===== src/rtl/fetch_unit_seq.sv =====
// Multi-program PC / instruction-fetch unit with stall, hardware return-address
// stack and sticky stack-error flag; programs run back to back from a start table.
module fetch_unit_seq #(
    parameter int                      PC_W       = 16,
    parameter int                      NUM_PROG   = 3,
    parameter logic [NUM_PROG*PC_W-1:0] PROG_START = {16'd301, 16'd124, 16'd66},
    parameter int                      DONE_ADDR  = 999,
    parameter int                      RAS_DEPTH  = 4
) (
    input  logic                        CLK,
    input  logic                        Init,
    input  logic                        Start,
    input  logic                        Stall,
    input  logic                        Branch_abs,
    input  logic                        Branch_rel_z,
    input  logic                        Branch_rel_nz,
    input  logic                        Branch_call,
    input  logic                        Branch_ret,
    input  logic                        ALU_zero,
    input  logic [PC_W-1:0]             Target,
    output logic [PC_W-1:0]             PC,
    output logic                        DONE,
    output logic                        ALL_DONE,
    output logic [$clog2(NUM_PROG):0]   PROG_IDX,
    output logic                        RAS_ERR
);

    localparam int IDX_W = $clog2(NUM_PROG) + 1;
    localparam int SP_W  = $clog2(RAS_DEPTH + 1);

    localparam logic [PC_W-1:0]  DONE_PC  = PC_W'(DONE_ADDR);
    localparam logic [IDX_W-1:0] LAST_IDX = IDX_W'(NUM_PROG - 1);
    localparam logic [SP_W-1:0]  SP_FULL  = SP_W'(RAS_DEPTH);

    typedef enum logic [1:0] {
        RUN      = 2'd0,
        HALTED   = 2'd1,
        FINISHED = 2'd2
    } state_t;

    state_t state;

    // Tables padded to a power of two so the index widths match exactly.
    logic [PC_W-1:0] start_tbl [0:(1<<IDX_W)-1];
    logic [PC_W-1:0] ras       [0:(1<<SP_W)-1];
    logic [SP_W-1:0] sp;

    logic [PC_W-1:0] pc_inc;
    logic [PC_W-1:0] pc_rel;
    logic            ras_empty;
    logic            ras_full;

    always_comb begin
        for (int unsigned i = 0; i < (1 << IDX_W); i++) begin
            start_tbl[i] = '0;
            if (i < NUM_PROG)
                start_tbl[i] = PROG_START[i*PC_W +: PC_W];
        end
    end

    assign pc_inc    = PC + PC_W'(1);
    assign pc_rel    = PC + Target;
    assign ras_empty = (sp == '0);
    assign ras_full  = (sp == SP_FULL);

    always_ff @(posedge CLK) begin
        if (Init) begin
            state    <= RUN;
            PROG_IDX <= '0;
            PC       <= start_tbl[0];
            DONE     <= 1'b0;
            ALL_DONE <= 1'b0;
            RAS_ERR  <= 1'b0;
            sp       <= '0;
        end else begin
            case (state)
                RUN: begin
                    // Halt detection outranks stall and every branch input.
                    if (PC == DONE_PC) begin
                        DONE <= 1'b1;
                        if (PROG_IDX < LAST_IDX) begin
                            PROG_IDX <= PROG_IDX + IDX_W'(1);
                            state    <= HALTED;
                        end else begin
                            ALL_DONE <= 1'b1;
                            state    <= FINISHED;
                        end
                    end else if (Stall) begin
                        PC <= PC;
                    end else if (Branch_ret) begin
                        if (!ras_empty) begin
                            PC <= ras[sp - SP_W'(1)];
                            sp <= sp - SP_W'(1);
                        end else begin
                            RAS_ERR <= 1'b1;
                            PC      <= pc_inc;
                        end
                    end else if (Branch_call) begin
                        if (!ras_full) begin
                            ras[sp] <= pc_inc;
                            sp      <= sp + SP_W'(1);
                        end else begin
                            RAS_ERR <= 1'b1;
                        end
                        PC <= Target;
                    end else if (Branch_abs) begin
                        PC <= Target;
                    end else if (Branch_rel_z && ALU_zero) begin
                        PC <= pc_rel;
                    end else if (Branch_rel_nz && !ALU_zero) begin
                        PC <= pc_rel;
                    end else begin
                        PC <= pc_inc;
                    end
                end
                HALTED: begin
                    if (Start) begin
                        PC    <= start_tbl[PROG_IDX];
                        DONE  <= 1'b0;
                        sp    <= '0;
                        state <= RUN;
                    end
                end
                default: begin
                end
            endcase
        end
    end

endmodule


===== config.mk =====
export PLATFORM = sky130hd
export DESIGN_NAME = fetch_unit_seq
export DESIGN_NICKNAME = d
export VERILOG_FILES = /design/src/rtl/fetch_unit_seq.sv
export SDC_FILE = /design/constraint.sdc
export NUM_CORES = 1
export LEC_CHECK = 0
export ABC_AREA = 0
export CORE_MARGIN = 5
export CORE_UTILIZATION = 54
export CTS_CLUSTER_SIZE = 12
export DETAILED_ROUTE_END_ITERATION = 10
export PLACE_DENSITY_LB_ADDON = 0.3
export SLEW_MARGIN = 5
export SYNTH_ARGS = -nofsm -noshare
export SYNTH_HDL_FRONTEND = slang
export SYNTH_SLANG_ARGS = --single-unit

===== constraint.sdc =====
create_clock -name CLK -period 3.7 [get_ports CLK]
set_clock_uncertainty 0.15 [all_clocks]
set_input_delay 0.37 -clock CLK [delete_from_list [all_inputs] [get_ports CLK]]
set_output_delay 0.37 -clock CLK [all_outputs]
set_load 0.03 [all_outputs]

## Word level (Yosys, flattened, before mapping)

Memory sizes are Yosys's and may differ from the RTL's.
Cells that the tools add are included.

| word-level totals | value |
|---|---|
| bits in registers | 27 |
| memory bits (writable) | 128 |
| memory bits (read-only) | 128 |
| bits of input ports | 26 |
| output and inout bits | 22 |
| word-level logic and storage cells | 84 |
| memories | 2 |

| operators by class | value |
|---|---|
| $add $sub $neg | 5 |
| $lt $le $gt $ge | 2 |
| eq/ne operators | 11 |
| mux-type cells | 39 |
| bitwise operators | 4 |
| reductions and logical operators | 14 |

Memories:

| memory | words | bits a word | read ports | clocked after memory_dff | wr ports | line | RTL |
|---|---|---|---|---|---|---|---|
| (no name shown) | 8 | 16 | 1 | 0 | 0 | 118 | `PC <= start_tbl[PROG_IDX];` |
| ras | 8 | 16 | 1 | 0 | 1 | 45 | `logic [PC_W-1:0] ras [0:(1<<SP_W)-1];` |

Operators by type and width:

| operator | count |
|---|---|
| 2-to-1 mux 16 bit | 11 |
| one-hot mux 16 bit (2 select lines) | 1 |
| 2-to-1 mux 3 bit | 7 |
| adder 16 x 1 -> 16 bit, second input constant | 1 |
| adder 16 bit | 1 |
| equality test 16 x 10 -> 1 bit, second input constant | 1 |
| 2-to-1 mux 1 bit | 14 |
| inequality test 3 bit, second input constant | 3 |
| AND reduction 3 bit | 3 |
| inequality test 2 bit, second input constant | 4 |
| AND reduction 7 bit | 1 |
| adder 3 x 1 -> 3 bit, second input constant | 2 |
| 2-to-1 mux 2 bit | 3 |
| one-hot mux 3 bit (2 select lines) | 1 |
| AND reduction 6 bit | 1 |
| nonzero test 2 bit | 3 |
| >= comparator 4 bit, second input constant | 1 |
| inverter 3 -> 4 bit | 1 |
| one-hot mux 2 bit (2 select lines) | 1 |
| AND reduction 4 bit | 1 |
| equality test 3 bit, second input constant | 1 |
| zero test 3 bit | 1 |
| less-than comparator 3 x 2 -> 1 bit, second input constant | 1 |
| inverter 1 bit | 3 |
| 7 further kinds | 8 |

## Logic depth before layout (Yosys ltp)

Gate-level depths: netlist (run 1).

| depth | value |
|---|---|
| depth after elaboration | 10 |
| mapped depth | 13 |
| gate-level depth less buffers | 8 |

## Least setup slack after synthesis (run 1)

No wires, ideal clock.

| timing | value |
|---|---|
| kind | reg-to-reg |
| start | reg PC[0] |
| end | mem ras[0][0] (enable) |
| library setup time | 0.413 ns |
| arrival | 3.145 ns |
| required time | 3.137 ns |
| setup slack | -0.008 ns |
| cell stages (with the launch flop) | 8 |
| path buffers | 0 |
| period minus slack after synthesis | 3.708 ns |
| cell sequence | dfxtp_1 ha_1 and4bb_2 a41oi_4 nand2_4 a2111oi_2 and2_1 nor3b_1 |

| on the way | value |
|---|---|
| longest elaborated chain between the ends | 5 |

Ends and longest elaborated chain:

| what | line | RTL |
|---|---|---|
| start: declaration | 21 | `output logic [PC_W-1:0] PC,` |
| start signal: assignment | 70 | `PC <= start_tbl[0];` |
| start signal: assignment | 92 | `PC <= ras[sp - SP_W'(1)];` |
| start signal: assignment | 96 | `PC <= pc_inc;` |
| equality test 16 x 10 -> 1 bit | 79 | `if (PC == DONE_PC) begin` |
| 2-to-1 mux 1 bit | 79 |  |
| 2-to-1 mux 1 bit | 76 | `case (state)` |
| 2-to-1 mux 1 bit | 67 | `if (Init) begin` |
| 2-to-1 mux 1 bit (not written as such) | 100 | `ras[sp] <= pc_inc;` |
| end: declaration | 45 |  |

No other way between the ends.

## Final worst setup path (run 1)

| timing | value |
|---|---|
| start | reg PC[0] |
| end | mem ras[3][3] (enable) |

Same word-level chain as after synthesis.

==> results of run 1 <==
==> area by class of cell <==
type | count | area [sq um]
Clock buffer | 17 | 425
Clock inverter | 14 | 138
Fill cell | 1078 | 5230
Inverter | 18 | 67.6
Multi-Input combinational cell | 416 | 3360
Sequential cell | 155 | 4390
Tap cell | 184 | 230
Timing Repair Buffer | 69 | 648
==> placed cells by master (no fill, tap or decap), types with 3 or more instances in the layout <==
cell             synthesis  routed
a2111oi_2                3       3
a211oi_1                 4       4
a21o_1                   8       8
a21oi_1                 46      46
a221o_1                  3       3
a221oi_1                 5       5
a311o_1                  3       3
a31oi_1                 12      12
and2_1                   7       7
and3_1                  10      10
buf_4                    5      21
clkbuf_16                0      17
clkdlybuf4s50_1          0      47
clkinv_4                 0       4
dfxtp_1                 27      26
edfxtp_1               128     128
ha_1                    23      23
inv_1                   18      18
inv_6                    0       5
mux2i_1                 10      10
mux4_2                  32      32
nand2_1                 54      54
nand2b_1                 7       7
nand3_1                 19      19
nand4_1                  7       7
nor2_1                  29      29
nor2b_1                  5       5
nor3_1                  12      10
nor3b_2                  1       4
o211ai_1                 4       4
o21ai_0                 27      27
o31ai_1                  5       5
or3_1                    5       5
xnor2_1                 16      16
xor2_1                   9       9
==> worst reg2reg max path: cells and delay by family (launching register included) <==
kind | cells | cell delay [ns]
flip-flops | 1 | 0.41
buffers and inverters | 1 | 0.29
adder cells (fa/ha/maj) | 1 | 0.33
AND/OR/NAND/NOR | 4 | 0.87
AO/OA/AOI/OAI | 2 | 0.78
==> routing by layer <==
metal / track usage, % / up-vias
met5: 0 / -
met4: 8.57 / 0
met3: 4.97 / 36
met2: 36.2 / 274
met1: 32.6 / 2745
li1: - / 2537
==> state kept, by name, summed over array words and instances (netlist names) <==
| signal | count |
|---|---|
| RAS_ERR | 1 |
| DONE | 1 |
| sp | 3 |
| ras | 128 |
| state | 2 |
| PC | 16 |
| PROG_IDX | 3 |
| ALL_DONE | 1 |
==> Yosys cell counts (all sizes together), types with 2 or more instances <==
library cell    n
a2111oi         5
a211oi          4
a21o            9
a21oi          46
a221o           3
a221oi          6
a22oi           2
a311o           3
a311oi          3
a31oi          12
a41oi           3
and2            7
and3           10
and4            2
buf            16
clkbuf         14
dfxtp          27
edfxtp        128
ha             23
inv            18
mux2i          10
mux4           32
nand2          55
nand2b          7
nand3          20
nand4           7
nor2           30
nor2b           5
nor3           12
nor3b           6
nor4            5
o211ai          4
o21ai          29
o31ai           5
or3             6
xnor2          16
xor2           10
==> worst max-delay path by stage <==
stage	from	end	slack, ns
6_report	PC[0]$_SDFFE_PP0P_	ras[3][3]$_DFFE_PP_	0.54
5_1_grt	PC[0]$_SDFFE_PP0P_	ras[3][10]$_DFFE_PP_	0.37
4_1_cts	PC[0]$_SDFFE_PP0P_	ras[5][3]$_DFFE_PP_	0.55
3_5_place_dp	Target[0]	PC[14]$_SDFFE_PP0P_	0.31
3_3_place_gp	Target[0]	PC[14]$_SDFFE_PP0P_	0.34
2_1_floorplan	PC[0]$_SDFFE_PP0P_	ras[5][0]$_DFFE_PP_	0.04
==> kinds of logic (layout without fill, tap and decap cells) <==
family | Yosys count | in the layout | synth area share [%]
buffers and inverters | 48 | 118 | 2.80
AND/OR/NAND/NOR | 176 | 176 | 11.7
XOR/XNOR | 26 | 26 | 2.96
multiplexers | 43 | 43 | 10.5
AO/OA/AOI/OAI | 147 | 147 | 13.0
flip-flops | 155 | 155 | 55.2
adder cells (fa/ha/maj) | 24 | 24 | 3.88
==> power groups by stage <==
stage	sequential, mW	clock, mW	combinational [mW]
3_3_place_gp	2.04	0	0.850
2_1_floorplan	2.06	0	0.568
4_1_cts	2.00	1.66	0.871
3_5_place_dp	2.04	0	0.865
6_report	2.01	1.64	0.877
5_1_grt	2.01	1.76	0.941
==> flow_summary.yaml, run 1 <==
status:
  outcome: "completed"
clock_tree:
  cts.path.max_buffers: 2
  cts_root_buf: "clkbuf_16"
  cts.reportedPaths.clkPinSlew_ns: 0.06
  clk_latency_ns: 0.42
  cts_hold_buf: 0
  cts_num_sinks: 155
  htreeDepth: 4
  post_cts_resized: 0
  post-cts-setup-buffer-count: 0
  numCtsBuffers: 17
  cts_tree: "done"
placement:
  io_buffers: 47
  placed_area_sq_um: 8690
  place_ws_ns: 0.311
  dp_hpwl_microns: 14100
  place_inst: 842
  gp_congestion: 1.03
power_and_ir_drop:
  pwr-share-comb_pct: 19.4
  swShare_pct: 28.3
  p_int_mw: 3.24
  p_leak_nw: 3.21
  vdd_drop_max_mv: 0.426
  finalPower_mw: 4.52
  clock_power_share_pct: 36.3
  p_per_area_nw_per_um2: 489
  p_sw_mw: 1.28
  pwr-share-seq_pct: 44.3
setup_path:
  ff2ff_setup_slack_ns: 0.54
  critPathTopFamily: "simple AND/OR/NAND/NOR gates"
  timing.rr.end: "ras[3][3]$_DFFE_PP_"
  cp-start-kind: "flop"
  cp.depth: 8
  required_ns: 3.65
  critical-path-max-stage-delay_ns: 0.42
  critPathCaptureType: "flop"
  cp.buffers_inverters: 1
  r2r_cells: 8
  slowest_stage: "a41oi_4"
  crit_type: "reg -> reg"
  worstPathArrival_ns: 3.11
  path_cells: "ha_1 -> and4bb_2 -> a41oi_4 -> nand2_4 -> a2111oi_2 -> nand2_1 -> nor3_2 -> buf_4"
  r2r-start: "PC[0]$_SDFFE_PP0P_"
  worstPathMaxFanout: 16
finish:
  drive_gt1_share_pct: 16.7
  post-route-util_pct: 63.9
  instances_no_fill: 873
  synthToLayoutAreaGrowth_pct: 16.5
  final_area_sq_um: 9250
  nNetsFinal: 727
  antenna_cells: 0
routing:
  drt-pass1-iter-count: 5
  wl_microns: 19900
  wl_per_cell_microns: 22.8
  vias: 5592
  first_iter_violations: 547
  met3_length_microns: 1390
  highest_layer: "met4"
  via_per_inst: 6.41
  wirelength_met1_microns: 8570
  drcViolationCount: 0
  postRouteAntennaNets: 0
  met2_length_microns: 9350
global_route:
  grt_pass1_vias: 5439
  overflow: 0
  grt_start_max_net_pins: 35
  grt_pass1_wl_microns: 31300
  antenna_found_initial: 0
  track_usage_pct: 23.3
synth:
  synthArstFlopShare_pct: 0
  synthFlopType: "edfxtp_1"
  ys_top_cells_by_area: "edfxtp_1 (48%), mux4_2 (9.1%), dfxtp_1 (6.8%), ha_1 (3.6%), a21oi_1 (2.9%)"
  syn_area_sq_um: 7940
  syn_inst: 619
  ys_seq_area_share_pct: 55.2
  avgSynthCellArea_sq_um: 12.8
  yosysTopAreaCellShare_pct: 48.4
  ys_seq_elements: 155
  synth_warnings: 0
  synth_nets: 669
  yosysUniqueCellTypes: 75
  synth_edf_count: 128
  yosysTopAreaCell: "edfxtp_1"
min_path:
  min_path_type: "reg -> reg"
  hold_end: "ALL_DONE$_SDFFE_PP0P_"
  min_from: "ALL_DONE$_SDFFE_PP0P_"
  whs_path_depth: 2
sta:
  setup_viol: 0
  whs_ns: 0.322
  fin_tns_setup_ns: 0
  period_share_pct: 85.3
  setup_slack_ns: 0.543
  slew-limit-headroom_pct: 40.8
  timing.fmax_ghz: 0.317
  period_minus_slack_ns: 3.16
  tightest_slew_ns: 0.882
  final_max_slew_viol_count: 0
  timing_hold_violations_final: 0
  rsz0062_at_grt: "no"
die:
  core_area_sq_um: 14500
  fp.dieH_microns: 131
  start_util_pct: 54.8
  fp.dieW_microns: 131
  fp-row-count: 44
  ios: 48
  dieArea_sq_um: 17200
job:
  drv_cap: 0
Note: power is estimated with default switching activity, not from simulation.
==> inputs of run 2 (changes only) <==
--- a/config.mk
+++ b/config.mk
@@ -6,11 +6,14 @@
 export NUM_CORES = 1
 export LEC_CHECK = 0
 export ABC_AREA = 0
+export CELL_PAD_IN_SITES_DETAIL_PLACEMENT = 2
+export CELL_PAD_IN_SITES_GLOBAL_PLACEMENT = 2
 export CORE_MARGIN = 5
-export CORE_UTILIZATION = 54
+export CORE_UTILIZATION = 38
 export CTS_CLUSTER_SIZE = 12
 export DETAILED_ROUTE_END_ITERATION = 10
 export PLACE_DENSITY_LB_ADDON = 0.3
+export SKIP_CTS_REPAIR_TIMING = 1
 export SLEW_MARGIN = 5
 export SYNTH_ARGS = -nofsm -noshare
 export SYNTH_HDL_FRONTEND = slang
==> run 2 against run 1 <==
  * First-iteration DRC count fell by 39%
  * Worst hold slack got worse by 0.016 ns
  * Worst setup slack improved by 0.074 ns
  * Clock-buffer cell count did not move
  * Largest power group unchanged
==> flow_summary.yaml, run 2 (synthesis gave the netlist of run 1 again) <==
status:
  outcome: "completed"
routing:
  wl_microns: 26500
  drt-pass1-iter-count: 5
  postRouteAntennaNets: 0
  wl_per_cell_microns: 27.5
  drcViolationCount: 0
  vias: 5764
  first_iter_violations: 334
  via_per_inst: 5.97
setup_path:
  worstPathArrival_ns: 3.24
  required_ns: 3.85
  path_cells: "clkdlybuf4s50_1 -> ha_1 -> fa_1 -> a21o_1 -> a221oi_2 -> o21ai_2 -> a2111oi_4 -> mux2i_1 -> a311oi_2"
  ff2ff_setup_slack_ns: 0.66
  cp-startpoint: "Target[0]"
  crit_type: "in -> reg"
  r2r_cells: 8
  timing.rr.end: "PC[14]$_SDFFE_PP0P_"
  worstPathMaxFanout: 3
  critPathCaptureType: "flop"
  r2r-start: "PC[0]$_SDFFE_PP0P_"
  cp-start-kind: "input pin"
  critical-path-max-stage-delay_ns: 0.47
  slowest_stage: "clkdlybuf4s50_1"
sta:
  setup_viol: 0
  tightest_slew_ns: 1.03
  final_max_slew_viol_count: 0
  fin_tns_setup_ns: 0
  rsz0062_at_grt: "no"
  slew-limit-headroom_pct: 31.4
  whs_ns: 0.307
  timing_hold_violations_final: 0
  timing.fmax_ghz: 0.324
  period_share_pct: 83.3
  period_minus_slack_ns: 3.08
global_route:
  grt_pass1_wl_microns: 40600
  gr-usage-met1_pct: 29.6
  grt_start_max_net_pins: 34
  grt_pass1_vias: 6280
  met2_usage_pct: 38.5
  top_usage_layer: "met2"
  overflow: 0
  antenna_found_initial: 0
  track_usage_pct: 22.5
  grt_util_met3_pct: 2.99
finish:
  final_cell_mix: "edfxtp_1 (128), nand2_1 (54), clkdlybuf4s50_1 (47), a21oi_1 (46), mux4_2 (32)"
  synthToLayoutAreaGrowth_pct: 18.9
  reg_top3: "ras (128), PC (16)"
  instances_no_fill: 965
  largest_register_ffs: 128
  mostFrequentLayoutCell: "edfxtp_1"
  nNetsFinal: 732
  post-route-util_pct: 46.2
  nFillCells: 2022
  regMostFlops: "ras"
  antenna_cells: 0
  drive_gt1_share_pct: 17.4
clock_tree:
  cts.reportedPaths.clkPinSlew_ns: 0.07
  numCtsBuffers: 17
  cts_root_buf: "clkbuf_16"
  cts.path.max_buffers: 2
  cts_tree: "done"
  cts_num_sinks: 155
  htreeDepth: 4
  clk_latency_ns: 0.42
placement:
  gp_congestion: 0.920
  dp_hpwl_microns: 18600
  place_inst: 933
  io_buffers: 47
die:
  fp.dieW_microns: 155
  fp.dieH_microns: 155
  core_area_sq_um: 20400
  fp-row-count: 52
  start_util_pct: 38.9
  dieArea_sq_um: 23900
  ios: 48
power_and_ir_drop:
  vdd_drop_max_mv: 0.413
  p_per_area_nw_per_um2: 504
  p_leak_nw: 3.26
min_path:
  hold_end: "ALL_DONE$_SDFFE_PP0P_"
  min_path_type: "reg -> reg"
  min_from: "ALL_DONE$_SDFFE_PP0P_"
  whs_path_depth: 2
job:
  drv_cap: 0
run 2: changes by cell type in the layout (fill, tap and decap cells not counted):
cell / previous run / this run
buf_4: 21 / 26
bufinv_16: 1 / 2
clkinv_4: 4 / 3
clkinv_8: 0 / 2
clkinvlp_4: 1 / 0
inv_6: 5 / 6
inv_8: 1 / 0
run 2: worst max path at each step:
stage | endpoint | slack (ns)
CTS | PC[14]$_SDFFE_PP0P_ | 0.63
detailed placement | PC[14]$_SDFFE_PP0P_ | 0.19
global placement | PC[14]$_SDFFE_PP0P_ | 0.21
finish | PC[14]$_SDFFE_PP0P_ | 0.62
global route | PC[14]$_SDFFE_PP0P_ | 0.49
floorplan | ras[5][0]$_DFFE_PP_ | 0.04
run 2: stage by stage:
step	setup WS [ns]	cell area (sq um)	power [mW]
after detailed placement	0.188	8830	2.98
after CTS	0.625	9440	4.79
after global placement	0.208	8830	2.93
after global routing	0.488	9440	4.94
final	0.617	9440	4.76
after floorplan	0.0351	7950	2.63
run 2: cell type report:
class	count	area [sq um]	share of cell area (%)
inverter	18	67.6	0.716
sequential	155	4390	46.4
tap	270	338	3.58
clock buffer	17	425	4.51
multi-input combinational	416	3360	35.6
timing repair buffer	74	686	7.26
clock inverter	15	181	1.92
run 2: critical path: cells and delay by family:
family	cells	cell delay [ns]
compound gates	5	1.33
mux	1	0.27
fa+ha+maj	2	0.78
buf+inv	1	0.47
run 2: power breakdown:
group          switching (mW)  internal (mW)  leakage [nW]
clock                   0.785           1.02         0.299
sequential             0.0644           1.95          1.39
combinational           0.578          0.365          1.58
run 2: per-layer routing:
layer  wire, microns  up-vias
li1                -     2545
met1           11600     3050
met2           13400      135
met3             806       34
met4             766        0
met5               0        -
==> edit 1: new RTL, config.mk and constraints of run 1 <==
Put one more register stage on the output `RAS_ERR`. The value now appears one clock later. The other outputs are not delayed to match.
--- a/src/rtl/fetch_unit_seq.sv
+++ b/src/rtl/fetch_unit_seq.sv
@@ -38,6 +38,8 @@
         FINISHED = 2'd2
     } state_t;
 
+    logic RAS_ERR_s0;
+
     state_t state;
 
     // Tables padded to a power of two so the index widths match exactly.
@@ -70,7 +72,7 @@
             PC       <= start_tbl[0];
             DONE     <= 1'b0;
             ALL_DONE <= 1'b0;
-            RAS_ERR  <= 1'b0;
+            RAS_ERR_s0 <= 1'b0;
             sp       <= '0;
         end else begin
             case (state)
@@ -92,7 +94,7 @@
                             PC <= ras[sp - SP_W'(1)];
                             sp <= sp - SP_W'(1);
                         end else begin
-                            RAS_ERR <= 1'b1;
+                            RAS_ERR_s0 <= 1'b1;
                             PC      <= pc_inc;
                         end
                     end else if (Branch_call) begin
@@ -100,7 +102,7 @@
                             ras[sp] <= pc_inc;
                             sp      <= sp + SP_W'(1);
                         end else begin
-                            RAS_ERR <= 1'b1;
+                            RAS_ERR_s0 <= 1'b1;
                         end
                         PC <= Target;
                     end else if (Branch_abs) begin
@@ -127,5 +129,9 @@
         end
     end
 
+    always_ff @(posedge CLK) begin
+        RAS_ERR <= RAS_ERR_s0;
+    end
+
 endmodule
 
Behaviour: not the same (a bounded check fails within 4 cycles, from zero or initial values).
==> edit 1 against run 1 <==
- wire length rose by 5.8%
- sequential share of layout area about the same
- critical path type is now in2reg
- combinational power rose by 0.6%
- final area up 0.39%
- total power up 1.6%
- sequential cell count grew 1
- highest routed layer unchanged
- largest cell class unchanged
- worst setup slack gained 0.030 ns
- largest power group unchanged
- synthesized area increased by 0.25%
- cell count is 0.46% higher
==> edit 1: results (changes against run 1) <==
- Status: completed
- Hold path endpoint: RAS_ERR
- Worst setup path startpoint: Target[0]
- CP max stage cell: clkdlybuf4s50_1
- Layout cells sized above 1: 0.1659 (-0.0009634)
- Crit path capture: PC[14]
- GPL Wtd Cong: 0.9867 (-3.9%)
- Clock Tree Buf Depth: 2 (unchanged)
- Clock network power: 1.69 mW (+3%)
- Placed Area: 8720 um2 (+0.35%)
- 1st-pass router iterations: 5 (unchanged)
- Placed cells: 846 (+0.48%)
- Min-delay src: RAS_ERR_s0
- Post-route insts no fill: 877 (+0.46%)
- Hold Crit Depth: 0 (-2)
- All-Layer GR Usage: 0.2472 (+0.01430)
- Crit-path max cell delay: 0.53 ns (+0.11 ns)
- Routed wl met3: 1.525 mm (+10%)
- FF/Latch Area: 4405 um2 (+0.46%)
- Reg2reg path depth: 8 (unchanged)
- Filler Cell Count: 1079 (+0.093%)
- Post-CTS Setup Inserts: 0 (unchanged)
- Reg-to-reg slack, setup: 0.61 ns (+0.07 ns)
- DP HPWL: 14.59 mm (+3.8%)
- Grt total ovfl: 0 (unchanged)
- Cell family with the largest share of critical-path delay: compound AO/OA/AOI/OAI gates
- Crit path max fanout: 3 (-13)
- Leak: 3.230 nW (+0.49%)
- Wl on met1: 8.581 mm (+0.19%)
- Met2 wire len: 10.27 mm (+9.8%)
- Inserted Clock Buffers: 17 (unchanged)
- P_seq: 2.02 mW
- Syn_nets: 670 (+0.15%)
- Fin nets: 731 (+0.55%)
- Vias in the first global route: 5624 (+3.4%)
- Clk_lat worst skew: 0.42 ns (about the same)
- Post-synth EDFFs: 128 (unchanged)
- First DRT Iteration DRCs: 571 (+4.4%)
- Crit path DAT: 3.27 ns (+0.16 ns)
- Mapped Avg Cell Area: 12.84 um2 (about the same)
- Hold WS: 0.2006 ns (-0.1217 ns)
- Sw Share: 0.2794 (-0.003520)
- Ant diodes: 0 (unchanged)
- Global-route wire length before repair: 32.76 mm (+4.6%)
- Post-synthesis sequential area ratio: 0.5533 (+0.001126)
- Max Freq: 319.8 MHz (+0.95%)
- Number of port buffers: 47 (unchanged)
- Switching power: 1.283 mW (+0.31%)
- Initial antenna violation count: 0 (unchanged)
- IR drop worst, VDD: 0.0003398 V (-20%)
- Top flop regs: ras x128, PC x16
- CTS clock-pin slew for the worst setup and hold paths: 0.07 ns
- Vias per cell: 6.453 (+0.74%)
- Top_reg_cell synth: edfxtp_1
- Setup WS pre-CTS: 0.1927 ns (-0.1184 ns)
- WL/cell: 24.04 um (+5.3%)
- Ranking of synthesized cells by area: edfxtp_1 48%, mux4_2 9.1%, dfxtp_1 7.0%
- Total number of H-tree levels: 4 (unchanged)
- Slew @ Worst Pin: 0.8948 ns (+0.01311 ns)
- CTS root buffer: clkbuf_16
==> edit 1: cell count changes after synthesis, sizes merged <==
cell	run 1	this run
dfxtp	27	28
==> edit 1: metal layers <==
| layer | up-vias | global-route usage |
|---|---|---|
| met5 | - | 0 |
| met4 | 0 | 0.1023 |
| met3 | 40 | 0.05772 |
| met2 | 270 | 0.3970 |
| met1 | 2818 | 0.3263 |
| li1 | 2531 | - |
==> edit 1: final cells by class <==
cell class | instances | share of cell area
clock buffer | 19 | 0.04661
inverter | 18 | 0.007274
tap | 184 | 0.02478
sequential | 156 | 0.4743
clock inverter | 12 | 0.01468
multi-input combinational | 416 | 0.3615
timing repair buffer | 72 | 0.07085
==> edit 1: logic make-up (layout without fill, tap and decap cells) <==
kind of cell               Yosys count  count (layout)  synth area share
and+or+nand+nor                    176             176            0.1166
DFF                                156             156            0.5533
AOI/OAI and AO/OA                  147             147            0.1294
buffers and inverters               48             121           0.02798
muxes                               43              43            0.1045
xor gates and xnor gates            26              26           0.02955
adders and majority gates           24              24           0.03867
==> edit 2: new RTL, flow settings as in run 1 <==
Made on the original files. Set the parameter `PC_W` to 20 (it was 16).
--- a/src/rtl/fetch_unit_seq.sv
+++ b/src/rtl/fetch_unit_seq.sv
@@ -1,7 +1,7 @@
 // Multi-program PC / instruction-fetch unit with stall, hardware return-address
 // stack and sticky stack-error flag; programs run back to back from a start table.
 module fetch_unit_seq #(
-    parameter int                      PC_W       = 16,
+    parameter int                      PC_W       = 20,
     parameter int                      NUM_PROG   = 3,
     parameter logic [NUM_PROG*PC_W-1:0] PROG_START = {16'd301, 16'd124, 16'd66},
     parameter int                      DONE_ADDR  = 999,
Interface: changed (resized PC and Target); port bits go from 48 to 56. The function was not compared with the original's and may differ.
==> edit 2 against run 1 <==
- count of clock-buffer cells in the layout is the same
- utilization fell by 0.75 points
- sequential cell count is 36 higher
- worst setup slack worse by 0.038 ns
- synthesized cell count up 21%
- critical endpoint is now PC[18]
- total power grew 14%
- final area is 18% higher
- fmax fell by 1.2%
- wire length increased by 22%
- synthesized area grew 20%
==> edit 2: results (changes against run 1) <==
- Status: completed
- Vias per cell: 6.483 (+1.2%)
- Grt met1 use: 0.3360 (+0.009564)
- CP max stage cell: dfxtp_1
- Filler Cell Count: 1252 (+16%)
- Met3 global-route usage: 0.03818 (-0.01152)
- Vias in the first global route: 6618 (+22%)
- GPL Wtd Cong: 0.9676 (-5.8%)
- All-Layer GR Usage: 0.2430 (+0.01008)
- Crit path max fanout: 9 (-7)
- List of most frequent post-synthesis cells: 160 x edfxtp_1, 79 x nand2_1, 65 x nor2_1
- Setup ws final: 0.5052 ns (-0.03817 ns)
- Cell-internal power: 3.721 mW (+15%)
- Non-clock buffers: 81 (+17%)
- P_seq: 2.47 mW (+23%)
- Seq cells: 191 (+23%)
- Die extent in x: 142.7 um (+8.7%)
- DP HPWL: 16.47 mm (+17%)
- Multi-input comb cells: 501 (+20%)
- Hold WS: 0.3191 ns (-0.003263 ns)
- Met2 wire len: 11.56 mm (+24%)
- Clock-cell share: 0.04754 (-0.01331)
- Crit path capture: PC[18]
- WL/cell: 23.16 um (+1.5%)
- IR drop worst, VDD: 0.0003055 V (-28%)
- Mapped Cells: 748 (+21%)
- Cell family with the largest share of critical-path delay: compound AO/OA/AOI/OAI gates
- Reg2reg path depth: 11 (+3)
- Layout cells sized above 1: 0.1495 (-0.01746)
- Min-delay src: DONE
- Crit path DAT: 3.33 ns (+0.22 ns)
- GRT met2 Usage: 0.3919 (+0.03020)
- Seq area share: 0.4968 (+0.02282)
- Netlist cell types: 78 (+4.0%)
- Leak: 3.725 nW (+16%)
- Global-route wire length before repair: 37.69 mm (+20%)
==> edit 2: cell types whose count changed in the layout (fill, tap and decap cells not counted), moves of 9 or more <==
cell,before,now
edfxtp_1,128,160
nor2_1,29,59
nand2_1,54,79
a211oi_1,4,13
==> edit 2: worst min-delay path, delay by kind of cell, from the launching register on <==
kind	cells	cell delay (ns)
AO/OA/AOI/OAI	1	0.05
flip-flops	1	0.32
AND/OR/NAND/NOR	1	0.05
==> edit 2: cell families (layout without fill, tap and decap cells) <==
| family | count (synthesis) | after routing | share of synthesized area |
|---|---|---|---|
| multiplexers | 48 | 48 | 0.1034 |
| buffers and inverters | 56 | 131 | 0.02643 |
| AND/OR/NAND/NOR | 226 | 226 | 0.1119 |
| adder cells (fa/ha/maj) | 27 | 27 | 0.03629 |
| flip-flops | 191 | 191 | 0.5702 |
| XOR/XNOR | 32 | 32 | 0.03024 |
| AO/OA/AOI/OAI | 168 | 168 | 0.1216 |
